`src/rtl/apb_bridge_pkg.sv`:
```
// apb_bridge_pkg: shared FSM encoding and default parameters for the AHB-to-APB bridge
package apb_bridge_pkg;
  localparam int DEF_ADDR_W  = 32;
  localparam int DEF_DATA_W  = 32;
  localparam int DEF_NSLV    = 3;
  localparam int DEF_TIMEOUT = 16;
  typedef enum logic [2:0] {
    IDLE   = 3'd0,
    WWAIT  = 3'd1,
    SETUP  = 3'd2,
    ACCESS = 3'd3,
    ERR1   = 3'd4,
    ERR2   = 3'd5
  } state_t;
endpackage

```
`src/rtl/apb_bridge_ctrl_if.sv`:
```
// apb_bridge_ctrl_if: AHB-side request and APB-side bus signals of the bridge
interface apb_bridge_ctrl_if
  import apb_bridge_pkg::*;
#(
  parameter int ADDR_W = DEF_ADDR_W,
  parameter int DATA_W = DEF_DATA_W,
  parameter int NSLV   = DEF_NSLV
);
  logic              valid;
  logic              Hwrite;
  logic [ADDR_W-1:0] Haddr;
  logic [DATA_W-1:0] Hwdata;
  logic [NSLV-1:0]   tempselx;
  logic [DATA_W-1:0] Prdata;
  logic              Pready;
  logic              Pslverr;
  logic [ADDR_W-1:0] Paddr;
  logic [DATA_W-1:0] Pwdata;
  logic              Pwrite;
  logic [NSLV-1:0]   Pselx;
  logic              Penable;
  logic              Hreadyout;
  logic              Hresp;
  logic [DATA_W-1:0] Hrdata;
  modport master (
    input  valid, Hwrite, Haddr, Hwdata, tempselx, Prdata, Pready, Pslverr,
    output Paddr, Pwdata, Pwrite, Pselx, Penable, Hreadyout, Hresp, Hrdata
  );
  modport slave (
    output valid, Hwrite, Haddr, Hwdata, tempselx, Prdata, Pready, Pslverr,
    input  Paddr, Pwdata, Pwrite, Pselx, Penable, Hreadyout, Hresp, Hrdata
  );
endinterface

```
`src/rtl/apb_timeout_cnt.sv`:
```
// apb_timeout_cnt: counts ACCESS cycles; expired flags the last allowed cycle
module apb_timeout_cnt
  import apb_bridge_pkg::*;
#(
  parameter int TIMEOUT = DEF_TIMEOUT
) (
  input  logic clk,
  input  logic rst,
  input  logic clear,
  input  logic enable,
  output logic expired
);
  localparam int CW = TIMEOUT > 0 ? $clog2(TIMEOUT + 1) : 1;
  logic [CW-1:0] cnt;
  // expired is high during the TIMEOUT-th counted cycle, so the FSM can still honour Pready there
  assign expired = (TIMEOUT > 0) && (cnt == CW'(TIMEOUT - 1));
  always_ff @(posedge clk or negedge rst)
    if (!rst) cnt <= '0;
    else if (clear) cnt <= '0;
    else if (enable && !expired) cnt <= cnt + 1'b1;
endmodule

```
`src/rtl/apb_bridge_ctrl.sv`:
```
// apb_bridge_ctrl: AHB-to-APB bridge FSM with registered outputs and ACCESS timeout
module apb_bridge_ctrl
  import apb_bridge_pkg::*;
#(
  parameter int ADDR_W  = DEF_ADDR_W,
  parameter int DATA_W  = DEF_DATA_W,
  parameter int NSLV    = DEF_NSLV,
  parameter int TIMEOUT = DEF_TIMEOUT
) (
  input logic               clk,
  input logic               rst,
  apb_bridge_ctrl_if.master bus
);
  state_t            st, nxt;
  logic [NSLV-1:0]   sel;
  logic [ADDR_W-1:0] paddr_q;
  logic [DATA_W-1:0] pwdata_q, hrdata_q;
  logic [NSLV-1:0]   pselx_q;
  logic              pwrite_q, penable_q, hready_q, hresp_q;
  logic              legal, accept, expired;
  assign legal  = (bus.tempselx != '0) && ((bus.tempselx & (bus.tempselx - NSLV'(1))) == '0);
  assign accept = (st == IDLE) && bus.valid;
  assign bus.Paddr     = paddr_q;
  assign bus.Pwdata    = pwdata_q;
  assign bus.Pwrite    = pwrite_q;
  assign bus.Pselx     = pselx_q;
  assign bus.Penable   = penable_q;
  assign bus.Hreadyout = hready_q;
  assign bus.Hresp     = hresp_q;
  assign bus.Hrdata    = hrdata_q;
  apb_timeout_cnt #(.TIMEOUT(TIMEOUT)) u_tmo (
    .clk    (clk),
    .rst    (rst),
    .clear  (st != ACCESS),
    .enable (st == ACCESS),
    .expired(expired)
  );
  always_ff @(posedge clk or negedge rst)
    if (!rst) st <= IDLE;
    else st <= nxt;
  always_comb begin
    nxt = st;
    case (st)
      IDLE:    nxt = !bus.valid ? IDLE : !legal ? ERR1 : bus.Hwrite ? WWAIT : SETUP;
      WWAIT:   nxt = SETUP;
      SETUP:   nxt = ACCESS;
      ACCESS:  nxt = bus.Pready ? (bus.Pslverr ? ERR1 : IDLE) : expired ? ERR1 : ACCESS;
      ERR1:    nxt = ERR2;
      default: nxt = IDLE;
    endcase
  end
  // Outputs are decoded from the next state so each one is a flop that matches the state it reflects
  always_ff @(posedge clk or negedge rst)
    if (!rst) begin
      sel       <= '0;
      paddr_q   <= '0;
      pwdata_q  <= '0;
      pwrite_q  <= 1'b0;
      pselx_q   <= '0;
      penable_q <= 1'b0;
      hready_q  <= 1'b1;
      hresp_q   <= 1'b0;
      hrdata_q  <= '0;
    end else begin
      if (accept) begin
        sel      <= bus.tempselx;
        paddr_q  <= bus.Haddr;
        pwrite_q <= bus.Hwrite;
      end
      if (st == WWAIT) pwdata_q <= bus.Hwdata;
      if (st == ACCESS && bus.Pready && !bus.Pslverr && !pwrite_q) hrdata_q <= bus.Prdata;
      pselx_q   <= (nxt == SETUP || nxt == ACCESS) ? (accept ? bus.tempselx : sel) : '0;
      penable_q <= nxt == ACCESS;
      hready_q  <= nxt == IDLE || nxt == ERR2;
      hresp_q   <= nxt == ERR1 || nxt == ERR2;
    end
endmodule
```
`src/flat_wrapper.sv`:
```
// flat-port wrapper written by rule: the top's interface ports become plain ports
module apb_bridge_ctrl_flat import apb_bridge_pkg::*;
#(
  parameter int ADDR_W  = DEF_ADDR_W,
  parameter int DATA_W  = DEF_DATA_W,
  parameter int NSLV    = DEF_NSLV,
  parameter int TIMEOUT = DEF_TIMEOUT
)
  (clk, rst, bus_valid, bus_Hwrite, bus_Haddr, bus_Hwdata, bus_tempselx, bus_Prdata, bus_Pready, bus_Pslverr, bus_Paddr, bus_Pwdata, bus_Pwrite, bus_Pselx, bus_Penable, bus_Hreadyout, bus_Hresp, bus_Hrdata);
  apb_bridge_ctrl_if #(.ADDR_W(ADDR_W), .DATA_W(DATA_W), .NSLV(NSLV)) bus_i ();
  input logic clk;
  input logic rst;
  input wire logic [$bits(bus_i.valid)-1:0] bus_valid;
  input wire logic [$bits(bus_i.Hwrite)-1:0] bus_Hwrite;
  input wire logic [$bits(bus_i.Haddr)-1:0] bus_Haddr;
  input wire logic [$bits(bus_i.Hwdata)-1:0] bus_Hwdata;
  input wire logic [$bits(bus_i.tempselx)-1:0] bus_tempselx;
  input wire logic [$bits(bus_i.Prdata)-1:0] bus_Prdata;
  input wire logic [$bits(bus_i.Pready)-1:0] bus_Pready;
  input wire logic [$bits(bus_i.Pslverr)-1:0] bus_Pslverr;
  output wire logic [$bits(bus_i.Paddr)-1:0] bus_Paddr;
  output wire logic [$bits(bus_i.Pwdata)-1:0] bus_Pwdata;
  output wire logic [$bits(bus_i.Pwrite)-1:0] bus_Pwrite;
  output wire logic [$bits(bus_i.Pselx)-1:0] bus_Pselx;
  output wire logic [$bits(bus_i.Penable)-1:0] bus_Penable;
  output wire logic [$bits(bus_i.Hreadyout)-1:0] bus_Hreadyout;
  output wire logic [$bits(bus_i.Hresp)-1:0] bus_Hresp;
  output wire logic [$bits(bus_i.Hrdata)-1:0] bus_Hrdata;
  assign bus_i.valid = bus_valid;
  assign bus_i.Hwrite = bus_Hwrite;
  assign bus_i.Haddr = bus_Haddr;
  assign bus_i.Hwdata = bus_Hwdata;
  assign bus_i.tempselx = bus_tempselx;
  assign bus_i.Prdata = bus_Prdata;
  assign bus_i.Pready = bus_Pready;
  assign bus_i.Pslverr = bus_Pslverr;
  assign bus_Paddr = bus_i.Paddr;
  assign bus_Pwdata = bus_i.Pwdata;
  assign bus_Pwrite = bus_i.Pwrite;
  assign bus_Pselx = bus_i.Pselx;
  assign bus_Penable = bus_i.Penable;
  assign bus_Hreadyout = bus_i.Hreadyout;
  assign bus_Hresp = bus_i.Hresp;
  assign bus_Hrdata = bus_i.Hrdata;
  apb_bridge_ctrl #(.ADDR_W(ADDR_W), .DATA_W(DATA_W), .NSLV(NSLV), .TIMEOUT(TIMEOUT)) u_core (.clk(clk), .rst(rst), .bus(bus_i));
endmodule
```
`config.mk`:
```
export PLATFORM = sky130hd
export DESIGN_NAME = apb_bridge_ctrl_flat
export DESIGN_NICKNAME = d
export VERILOG_FILES = /design/src/rtl/apb_bridge_pkg.sv /design/src/rtl/apb_bridge_ctrl_if.sv /design/src/rtl/apb_timeout_cnt.sv /design/src/rtl/apb_bridge_ctrl.sv /design/src/flat_wrapper.sv
export SDC_FILE = /design/constraint.sdc
export NUM_CORES = 1
export LEC_CHECK = 0
export CAP_MARGIN = 40
export CORE_MARGIN = 3
export CORE_UTILIZATION = 37
export CTS_CLUSTER_SIZE = 8
export DETAILED_ROUTE_END_ITERATION = 10
export PLACE_DENSITY = 0.76
export SYNTH_ARGS = -nofsm -noshare
export SYNTH_HDL_FRONTEND = slang
export SYNTH_SLANG_ARGS = --single-unit
```
`constraint.sdc`:
```
create_clock -name clk -period 2.1 [get_ports clk]
set_clock_uncertainty 0.05 [all_clocks]
set_input_delay 0.42 -clock clk [delete_from_list [all_inputs] [get_ports clk]]
set_output_delay 0.42 -clock clk [all_outputs]
set_load 0.01 [all_outputs]
```
### Word-level counts from Yosys, hierarchy flattened

Cells that the tools add are included.

* word-level logic and storage cells: 52
* memories: 0
* bits in read-only memories: 0
* bits in registers: 114
* bits in writable memories: 0
* output and inout bits: 103
* latch bits: 0

* order comparisons: 0
* eq/ne operators: 10
* reduce and logical (&&, ||, !) cells: 17
* divide/modulo/power cells: 0
* $add $sub $neg: 2
* shifts and indexed selects: 0
* bitwise operators: 1
* multipliers: 0
* multiplexer cells: 11

Operators with widths (count)
* two-way mux 3 bit: 7
* one-hot mux 3 bit (5 select lines): 1
* == test 3 x 2 -> 1 bit (second input constant): 4
* two-way mux 5 bit: 2
* == test 3 bit (second input constant): 3
* logical NOT 3 bit: 3
* logical AND 1 bit: 6
* adder 5 x 1 -> 5 bit (second input constant): 1
* == test 5 x 4 -> 1 bit (second input constant): 1
* AND 3 bit: 1
* == test 3 x 1 -> 1 bit (second input constant): 1
* logical NOT 1 bit: 3
* logical OR 1 bit: 3
* inequality test 3 x 2 -> 1 bit (second input constant): 1
* nonzero test 3 bit: 1
* subtractor 3 x 1 -> 3 bit (second input constant): 1
* two-way mux 2 bit: 1
* nonzero test 2 bit: 1

### Longest topological paths before layout

Gate-level depths: netlist of the first run.

* depth in word-level cells: 10
* mapped depth: 9
* gate-level depth less buffers: 8

### Modules after synthesis

Synthesis of the first run repeated with hierarchy kept, for this count alone.

* cells, all modules: 270
* area total of the unflattened synthesis: 4428.0 um^2

By module, submodules not included
* apb_bridge_ctrl: cells an instance 247, times used 1, sequential area each 2728.9 um^2, area an instance 4167.7 um^2
* apb_timeout_cnt: cells an instance 23, times used 1, sequential area each 125.1 um^2, area an instance 260.2 um^2

### Least setup slack after synthesis of the first run

OpenSTA, ideal clock, no wires.

* path kind: reg-to-reg
* start: register u_core.u_tmo.cnt[0]
* end: register u_core.hready_q (netlist: u_core.bus.Hreadyout)
* stages on the path, launching flop included: 10
* setup time: 0.073 ns
* arrival time: 1.838 ns
* path slack: 0.139 ns
* data required time: 1.977 ns
* path buffers: 1
* cell sequence: dfrtp_1 > ha_1 > and3_1 > ha_1 > clkbuf_1 > mux2i_1 > nor2_1 > a311oi_1 > a21oi_1 > a21oi_1

* cells in the longest elaborated chain, start to end: 6
* elaborated cells between the ends (all ways): 7

RTL lines
* start, declared: line apb_timeout_cnt.sv:14 `logic [CW-1:0] cnt;`
* start signal, assigned: line apb_timeout_cnt.sv:20 `else if (enable && !expired) cnt <= cnt + 1'b1;`
* == test 5 x 4 -> 1 bit *: line apb_timeout_cnt.sv:16 `assign expired = (TIMEOUT > 0) && (cnt == CW'(TIMEOUT - 1));`
* two-way mux 3 bit * (2 in a row): line apb_bridge_ctrl.sv:47 `ACCESS: nxt = bus.Pready ? (bus.Pslverr ? ERR1 : IDLE) : expired ? ERR1 : ACCESS;`
* one-hot mux 3 bit (5 select lines) *: line apb_bridge_ctrl.sv:43 `case (st)`
* via u_core.nxt[2]: line apb_bridge_ctrl.sv:14 `state_t st, nxt;`
* == test 3 bit or logical NOT 3 bit (tied branches): line apb_bridge_ctrl.sv:74 `hready_q <= nxt == IDLE || nxt == ERR2;`
* logical OR 1 bit *: line apb_bridge_ctrl.sv:74
* end signal, assigned: line apb_bridge_ctrl.sv:61 `hready_q <= 1'b1;`
* end signal, assigned: line apb_bridge_ctrl.sv:74
* end, declared: line apb_bridge_ctrl.sv:19 `logic pwrite_q, penable_q, hready_q, hresp_q;`

The timed path passes the listed nets; every way through them passes the cells marked *.
A chain may end at the register's enable or synchronous reset.

### Worst setup path after layout of the first run

Same ends and word-level chain as after synthesis.

==> key figures, run 1 <==
Clocking
  – H-tree depth: 4
  – CTS tree: built
  – Clk_lat worst skew: approximately 0.40 ns
  – Clk sink count: 114
  – CTS max path bufs: 2
  – Worst-path clk slew: around 0.05 ns
  – Num CTS Buffers: 17
  – Root Buffer: clkbuf_16

Route
  – Routed vias: 3110
  – DR iter-0 viols: around 120
  – Drt total wl: approximately 11000 um
  – DRC: 0
  – ANT nets after route: 0
  – Detailed Routing Iterations Pass 1: 4
  – Vias per cell: roughly 4.7
  – Routed wire per std cell: between 15 and 20 um

Critical path
  – Worst-path cell chain: ha_1, and3_1, ha_1, mux2i_1, nor2_1, a311oi_2, buf_4, a21oi_1, a21oi_1
  – Reg2Reg Depth: 9
  – Crit-path max cell delay: around 0.38 ns
  – Crit path capture type: register
  – Max FO, Critical Path: 3
  – Critical path type: reg2reg
  – WP data required: 2.38 ns
  – Worst Setup Start Kind: register
  – CP max-delay cell: dfrtp_1
  – Arrival time worst endpoint: ~2.3 ns

Floorplan
  – Rows: 39
  – Total die area: between 10000 and 15000 um^2
  – Core area: between 10000 and 15000 um^2
  – Die Span X: roughly 120 um
  – Die Y: between 100 and 150 um
  – Initial Util: 38.71%
  – I/O pins: about 210

Hold path
  – Worst Hold Class: in2async

Final layout
  – Commonest non-fill, non-tap cell in the layout: clkdlybuf4s50_1
  – Commonest cells after routing, fill and taps aside: clkdlybuf4s50_1, dfrtp_1, mux2_2, mux2_4, clkbuf_16
  – Final Instance Area: around 7400 um^2
  – Fin nets: 612
  – Syn-to-layout area delta: 63.83%
  – Number of diodes: 0
  – Layout cells sized above 1: ~29%

Synthesis
  – Yosys warning count: 0
  – Register area share after synthesis: 63.22%
  – Post-Syn Instances: around 270
  – Post-Syn Area: around 4500 um^2
  – Syn_nets: roughly 380
  – Synth unique cells: 30
  – Mean post-synth cell area: about 16 um^2
  – Synthesized flop and latch total: around 110

Timing
  – Max-slew headroom: between 60 and 70%
  – RSZ-0062 raised after global routing: false
  – Final Setup Violations: 0
  – Final hold viol count: 0
  – Slew @ Worst Pin: between 0.5 and 0.6 ns
  – Final Slew Violations: 0
  – Achievable frequency: a little over 0.5 GHz
  – Setup TNS: 0 ns
  – Post-route minimum period: roughly 2 ns
  – Final period util: between 90% and 100%

Global route
  – GRT Residual Overflow: 0
  – First-pass GRT wire length: between 15000 and 20000 um
  – GRT Total Usage: between 15 and 20%
  – Initial antenna violation count: 0
  – Via count of the first global-routing pass: roughly 3300
  – Maximum number of pins on one net before global-route repair: 114

Placed design
  – Cell Area, Placed: between 6000 and 7000 um^2
  – DP Wirelength: between 8000 and 9000 um
  – Port bufs: about 210
  – Gpl congestion: 0.7788

Pwr
  – Pwr Density: ~1500 nW/um^2
  – Leakage power: between 3 and 4 nW
  – VDD IR max: 0.8852 mV

Job
  – Number of max-cap violations: 0

Run status
  – Outcome: completed
## repair_timing
action | 4_1_cts | 5_1_grt
setup buffers | 0 | 0
gates resized for setup | 0 | 1
hold buffers | 1 | 0
endpoints found under the setup margin | 0 | 1
endpoints found under the hold margin | 1 | 0
## path summary, 6_finish.rpt
kind                                      from               endpoint  slack, ns
min in group clk                 u_core.sel[1]          u_core.sel[1]       0.44
setup / recovery           u_core.u_tmo.cnt[0]   u_core.bus.Hreadyout       0.12
hold / removal                             rst  u_core.bus.Pwdata[15]       0.34
max in group asynchronous                  rst   u_core.bus.Paddr[26]       0.92
hold reg to reg                  u_core.sel[1]          u_core.sel[1]       0.44
setup reg to reg           u_core.u_tmo.cnt[0]   u_core.bus.Hreadyout       0.12
## state kept, by name (all words and copies together), names as in the netlist, 3 cells and up
signal and count:
u_core.bus.Hrdata 32, u_core.bus.Paddr 32, u_core.bus.Pselx 3, u_core.bus.Pwdata 32, u_core.sel 3, u_core.st 3, u_core.u_tmo.cnt 5
## Yosys cell counts
master | n | area (um^2)
ha_1 | 2 | 25.02
a311oi_1 | 1 | 8.760
buf_2 | 7 | 35.03
xor2_1 | 3 | 26.28
o21ai_0 | 2 | 10.01
and2_1 | 3 | 18.77
mux2_4 | 30 | 450.4
nand3b_1 | 1 | 7.510
buf_6 | 1 | 11.26
buf_12 | 3 | 60.06
clkbuf_1 | 1 | 3.750
xnor2_1 | 1 | 8.760
nand4b_1 | 1 | 8.760
nor2b_1 | 1 | 6.260
a21o_1 | 1 | 7.510
nor4b_1 | 1 | 8.760
nand2b_1 | 2 | 12.51
nor2_1 | 10 | 37.54
nand2_1 | 3 | 11.26
o211ai_1 | 1 | 7.510
mux2_2 | 69 | 777.0
mux2i_1 | 3 | 30.03
or4b_4 | 1 | 13.76
a21oi_1 | 4 | 20.02
and3_1 | 1 | 6.260
inv_1 | 5 | 18.77
dfstp_2 | 1 | 26.28
dfrtp_1 | 113 | 2828
nand3b_4 | 1 | 20.02
o221ai_1 | 1 | 8.760
## final cells by class
| class | instances | area [um^2] |
|---|---|---|
| clock inverters | 5 | 52.55 |
| repair buffers | 224 | 2250 |
| clock buffers | 25 | 495.5 |
| fillers | 898 | 4267 |
| inverters | 5 | 18.77 |
| well taps | 143 | 178.9 |
| multi-input cells | 143 | 1546 |
| flip-flops and latches | 114 | 2854 |
## power breakdown
group	total, mW	internal, mW	switching (mW)
sequential	3.81	3.26	0.553
combinational	4.74	3.09	1.65
clock	2.63	1.73	0.900
## cells by family (layout without fill, tap and decap cells)
family / after synthesis / in the layout / synth area share, %
adders and majority gates: 2 / 2 / 0.5542
muxes: 102 / 102 / 27.85
xor gates and xnor gates: 4 / 4 / 0.7762
AOI/OAI and AO/OA: 10 / 10 / 1.386
and+or+nand+nor: 25 / 25 / 3.354
buffers and inverters: 17 / 259 / 2.855
DFF: 114 / 114 / 63.22
## critical path, delay by kind of cell, from the launching register on
| kind | cells | cell delay [ns] |
|---|---|---|
| buffers and inverters | 1 | 0.16 |
| flip-flops | 1 | 0.38 |
| adder cells (fa/ha/maj) | 2 | 0.40 |
| AND/OR/NAND/NOR | 2 | 0.27 |
| multiplexers | 1 | 0.19 |
| AO/OA/AOI/OAI | 3 | 0.46 |
## routing by layer
layer,global-route usage [%],wire [um],vias up
li1,-,-,1425
met2,26.20,5458,137
met5,0,0,-
met4,6.806,114,0
met3,6.995,1036,12
met1,18.59,4235,1536
## stage by stage
stage | power [mW] | worst slack [ns] | instances | hold WS (ns) | util, %
finish | 11.18 | 0.1186 | 659 | 0.3376 | 63.42
global route | 11.80 | 0.02402 | 659 | 0.3228 | 63.42
CTS | 11.35 | 0.1099 | 659 | 0.3018 | 63.36
detailed placement | 8.647 | -0.04108 | 628 | 0.1648 | 58.58
global placement | 8.485 | -0.01426 | 628 | 0.1616 | 58.58
floorplan | 5.869 | 0.1393 | 274 | 0.07441 | -
(Power assumes the default switching activity.)
==> run 2, diff against run 1 <==
--- a/config.mk
+++ b/config.mk
@@ -5,6 +5,7 @@
 export SDC_FILE = /design/constraint.sdc
 export NUM_CORES = 1
 export LEC_CHECK = 0
+export ABC_AREA = 1
 export CAP_MARGIN = 40
 export CORE_MARGIN = 3
 export CORE_UTILIZATION = 37
==> run 2 against run 1 <==
Effect of this change: worst hold slack improved by 0.0061 ns; cell count increased by 4.2%; largest power group unchanged; highest routed layer unchanged; setup slack gained 0.054 ns.
==> key figures, run 2 <==
Final layout
  – Commonest non-fill, non-tap cell in the layout: clkdlybuf4s50_1 (unchanged)
  – Number of diodes: 0 (unchanged)
  – Register area: 2854 um^2 (unchanged)
  – Fin util: 62.47% (was 63.42%)
  – Layout cells sized above 1: 25.55% (was 28.68%)
  – Syn-to-layout area delta: 63.20% (was 63.83%)
  – Final Instance Area: 7224 um^2 (was 7396 um^2)
  – Commonest cells after routing, fill and taps aside: clkdlybuf4s50_1, dfrtp_1, mux2_2, inv_1, nand2_1 (was clkdlybuf4s50_1, dfrtp_1, mux2_2, mux2_4, clkbuf_16)
  – Fill cell count: 885 (was 898)
  – Fin nets: 638 (was 612)
  – Multi-input gate area: 1408 um^2 (was 1546 um^2)

Floorplan
  – Die Span X: 115.4 um (was 116.5 um)
  – Die Y: 115.4 um (was 116.5 um)
  – Rows: 39 (unchanged)
  – I/O pins: 208 (unchanged)
  – Total die area: 13310 um^2 (was 13560 um^2)
  – Core area: 11560 um^2 (was 11660 um^2)
  – Initial Util: 38.28% (was 38.71%)

Critical path
  – R2r endpoint: u_core.bus.Hreadyout (unchanged)
  – Reg2Reg Depth: 10 (was 9)
  – Crit-path max cell delay: 0.55 ns (was 0.38 ns)
  – Crit path capture type: output pin (was register)
  – Max FO, Critical Path: 1 (was 3)
  – Worst flop-to-flop path startpoint: u_core.u_tmo.cnt[0] (unchanged)
  – Bufs and invs on worst path: 1 (unchanged)
  – R2r setup slk: 0.21 ns (was 0.12 ns)
  – Arrival time worst endpoint: 1.46 ns (was 2.26 ns)
  – Top delay family on crit path: buffers and inverters (was compound AO/OA/AOI/OAI gates)
  – Worst Setup Start Kind: register (unchanged)
  – Worst-path cell chain: clkdlybuf4s50_1 (was ha_1, and3_1, ha_1, mux2i_1, nor2_1, a311oi_2, buf_4, a21oi_1, a21oi_1)
  – CP max-delay cell: clkdlybuf4s50_1 (was dfrtp_1)
  – Critical path type: reg2out (was reg2reg)
  – WP data required: 1.63 ns (was 2.38 ns)

Placed design
  – Port bufs: 207 (unchanged)
  – Cell Area, Placed: 6661 um^2 (was 6832 um^2)
  – Gpl congestion: 0.8176 (was 0.7788)
  – DP Wirelength: 8042 um (was 8067 um)

Synthesis
  – Synth top area share: 63.88% (was 62.64%)
  – Syn_nets: 414 (was 381)
  – Synthesized flop and latch total: 114 (unchanged)
  – Synth unique cells: 22 (was 30)
  – Register area share after synthesis: 64.47% (was 63.22%)
  – Mean post-synth cell area: 14.42 um^2 (was 16.48 um^2)
  – Synth area leader: dfrtp_1 (unchanged)
  – Post-synth EDFFs: 0 (unchanged)
  – Post-Syn Area: 4427 um^2 (was 4514 um^2)
  – Most frequent cell after synthesis: dfrtp_1 (unchanged)
  – Yosys warning count: 0 (unchanged)
  – Synth area leaders: dfrtp_1, mux2_2, inv_1, nand2_1, nor2_1 (was dfrtp_1, mux2_2, mux2_4, buf_12, nor2_1)
  – Synth Flop Type: dfrtp_1 (unchanged)
  – Synth top cells by count: dfrtp_1, mux2_2, inv_1, nand2_1, nor2_1 (was dfrtp_1, mux2_2, mux2_4, nor2_1, buf_2)
  – Post-Syn Instances: 307 (was 274)
  – Fraction of registers with async set/reset: 100.0% (unchanged)

Clocking
  – Root Buffer: clkbuf_16 (unchanged)
  – Worst-path clk slew: 0.05 ns (about the same)
  – CTS tree: built (unchanged)
  – Clk sink count: 114 (unchanged)
  – H-tree depth: 4 (unchanged)
  – Clk_lat worst skew: 0.40 ns (about the same)
  – Num CTS Buffers: 17 (unchanged)
  – CTS max path bufs: 2 (unchanged)
  – Post_cts resized: 0 (unchanged)
  – Setup repair bufs after CTS: 0 (unchanged)

Global route
  – Initial antenna violation count: 0 (unchanged)
  – GRT Residual Overflow: 0 (unchanged)
  – Via count of the first global-routing pass: 3333 (was 3298)
  – Maximum number of pins on one net before global-route repair: 64 (was 114)
  – First-pass GRT wire length: 16390 um (was 16670 um)
  – GRT Total Usage: 16.09% (was 16.10%)

Timing
  – Final period util: 91.80% (was 94.35%)
  – Achievable frequency: 0.5187 GHz (was 0.5047 GHz)
  – RSZ-0062 raised after global routing: false (unchanged)
  – Setup TNS: 0 ns (unchanged)
  – Max-slew headroom: 71.31% (was 61.17%)
  – Post-route minimum period: 1.928 ns (was 1.981 ns)
  – Final Slew Violations: 0 (unchanged)
  – Slew @ Worst Pin: 0.4304 ns (was 0.5824 ns)
  – Final hold viol count: 0 (unchanged)
  – Final Setup Violations: 0 (unchanged)

Hold path
  – Worst Hold Class: in2async (unchanged)

Route
  – Detailed Routing Iterations Pass 1: 4 (unchanged)
  – Routed vias: 3155 (was 3110)
  – Vias per cell: 4.592 (was 4.719)
  – ANT nets after route: 0 (unchanged)
  – Drt total wl: 10710 um (was 10840 um)
  – DRC: 0 (unchanged)
  – Routed wire per std cell: 15.58 um (was 16.45 um)
  – DR iter-0 viols: 135 (was 116)

Pwr
  – VDD IR max: 0.8907 mV (was 0.8852 mV)
  – Pwr Density: 1508 nW/um^2 (was 1512 nW/um^2)
  – Leakage power: 3.184 nW (was 3.277 nW)

Job
  – Number of max-cap violations: 0 (unchanged)

Run status
  – Outcome: completed (unchanged)
-- run 2: worst max path at each step --
stage | startpoint | slack [ns] | end | cells after the start
floorplan | u_core.u_tmo.cnt[0] | 0.39 | u_core.bus.Hreadyout | 10
finish | u_core.bus.Hreadyout | 0.17 | bus_Hreadyout | 1
global route | u_core.u_tmo.cnt[0] | 0.06 | u_core.bus.Hreadyout | 10
global placement | bus_Pready | 0.14 | u_core.bus.Hrdata[6] | 5
detailed placement | bus_Pready | 0.13 | u_core.bus.Hrdata[4] | 5
CTS | u_core.bus.Hreadyout | 0.14 | bus_Hreadyout | 1
-- run 2: worst register-to-register path, cell delays in order (launching register included) --
cell and delay (ns):
dfrtp_1 0.38, ha_1 0.22, inv_1 0.08, nor2_1 0.06, ha_1 0.20, or2_2 0.29, nand3_1 0.12, nand2_1 0.07
nor2_1 0.17, nand3_1 0.10, nand2_1 0.08
-- run 2: per-layer routing --
layer,vias up,part of all wire [%],GRT usage [%]
li1,1483,-,-
met1,1526,39,18.05
met2,130,50,26.70
met3,16,9.2,6.895
met4,0,2.0,7.121
met5,-,0,0
-- run 2: timing repair --
action                                  4_1_cts  5_1_grt
endpoints found under the setup margin        0        0
hold buffers                                  1        0
endpoints found under the hold margin         7        0
-- run 2: area by class of cell --
class | instances | area share, %
flip-flops and latches | 114 | 39.50
multi-input cells | 160 | 19.48
clock buffers | 27 | 6.962
well taps | 143 | 2.477
repair buffers | 215 | 29.68
inverters | 23 | 1.195
clock inverters | 5 | 0.6928
-- run 2: stage by stage --
| step | hold slack (ns) | instances | power, mW | setup slack (ns) |
|---|---|---|---|---|
| CTS | 0.3204 | 687 | 11.05 | 0.1410 |
| finish | 0.3437 | 687 | 10.89 | 0.1723 |
| floorplan | 0.07441 | 307 | 5.749 | 0.3893 |
| global route | 0.3383 | 687 | 11.51 | 0.05518 |
| detailed placement | 0.2133 | 654 | 8.320 | 0.1333 |
| global placement | 0.2073 | 654 | 8.169 | 0.1415 |
-- run 2: power by group --
group          internal, mW  leakage [nW]  switching [mW]
sequential             3.25          1.39           0.513
clock                  1.74         0.275           0.919
combinational          2.78          1.52            1.69
total                  7.77          3.18            3.12
-- run 2: cell families after synthesis --
family / count (synthesis) / synth area share, %
flops: 114 / 64.47
buf+inv: 33 / 3.731
mux: 96 / 24.42
fa+ha+maj: 2 / 0.5652
compound gates: 9 / 1.300
simple gates: 53 / 5.512
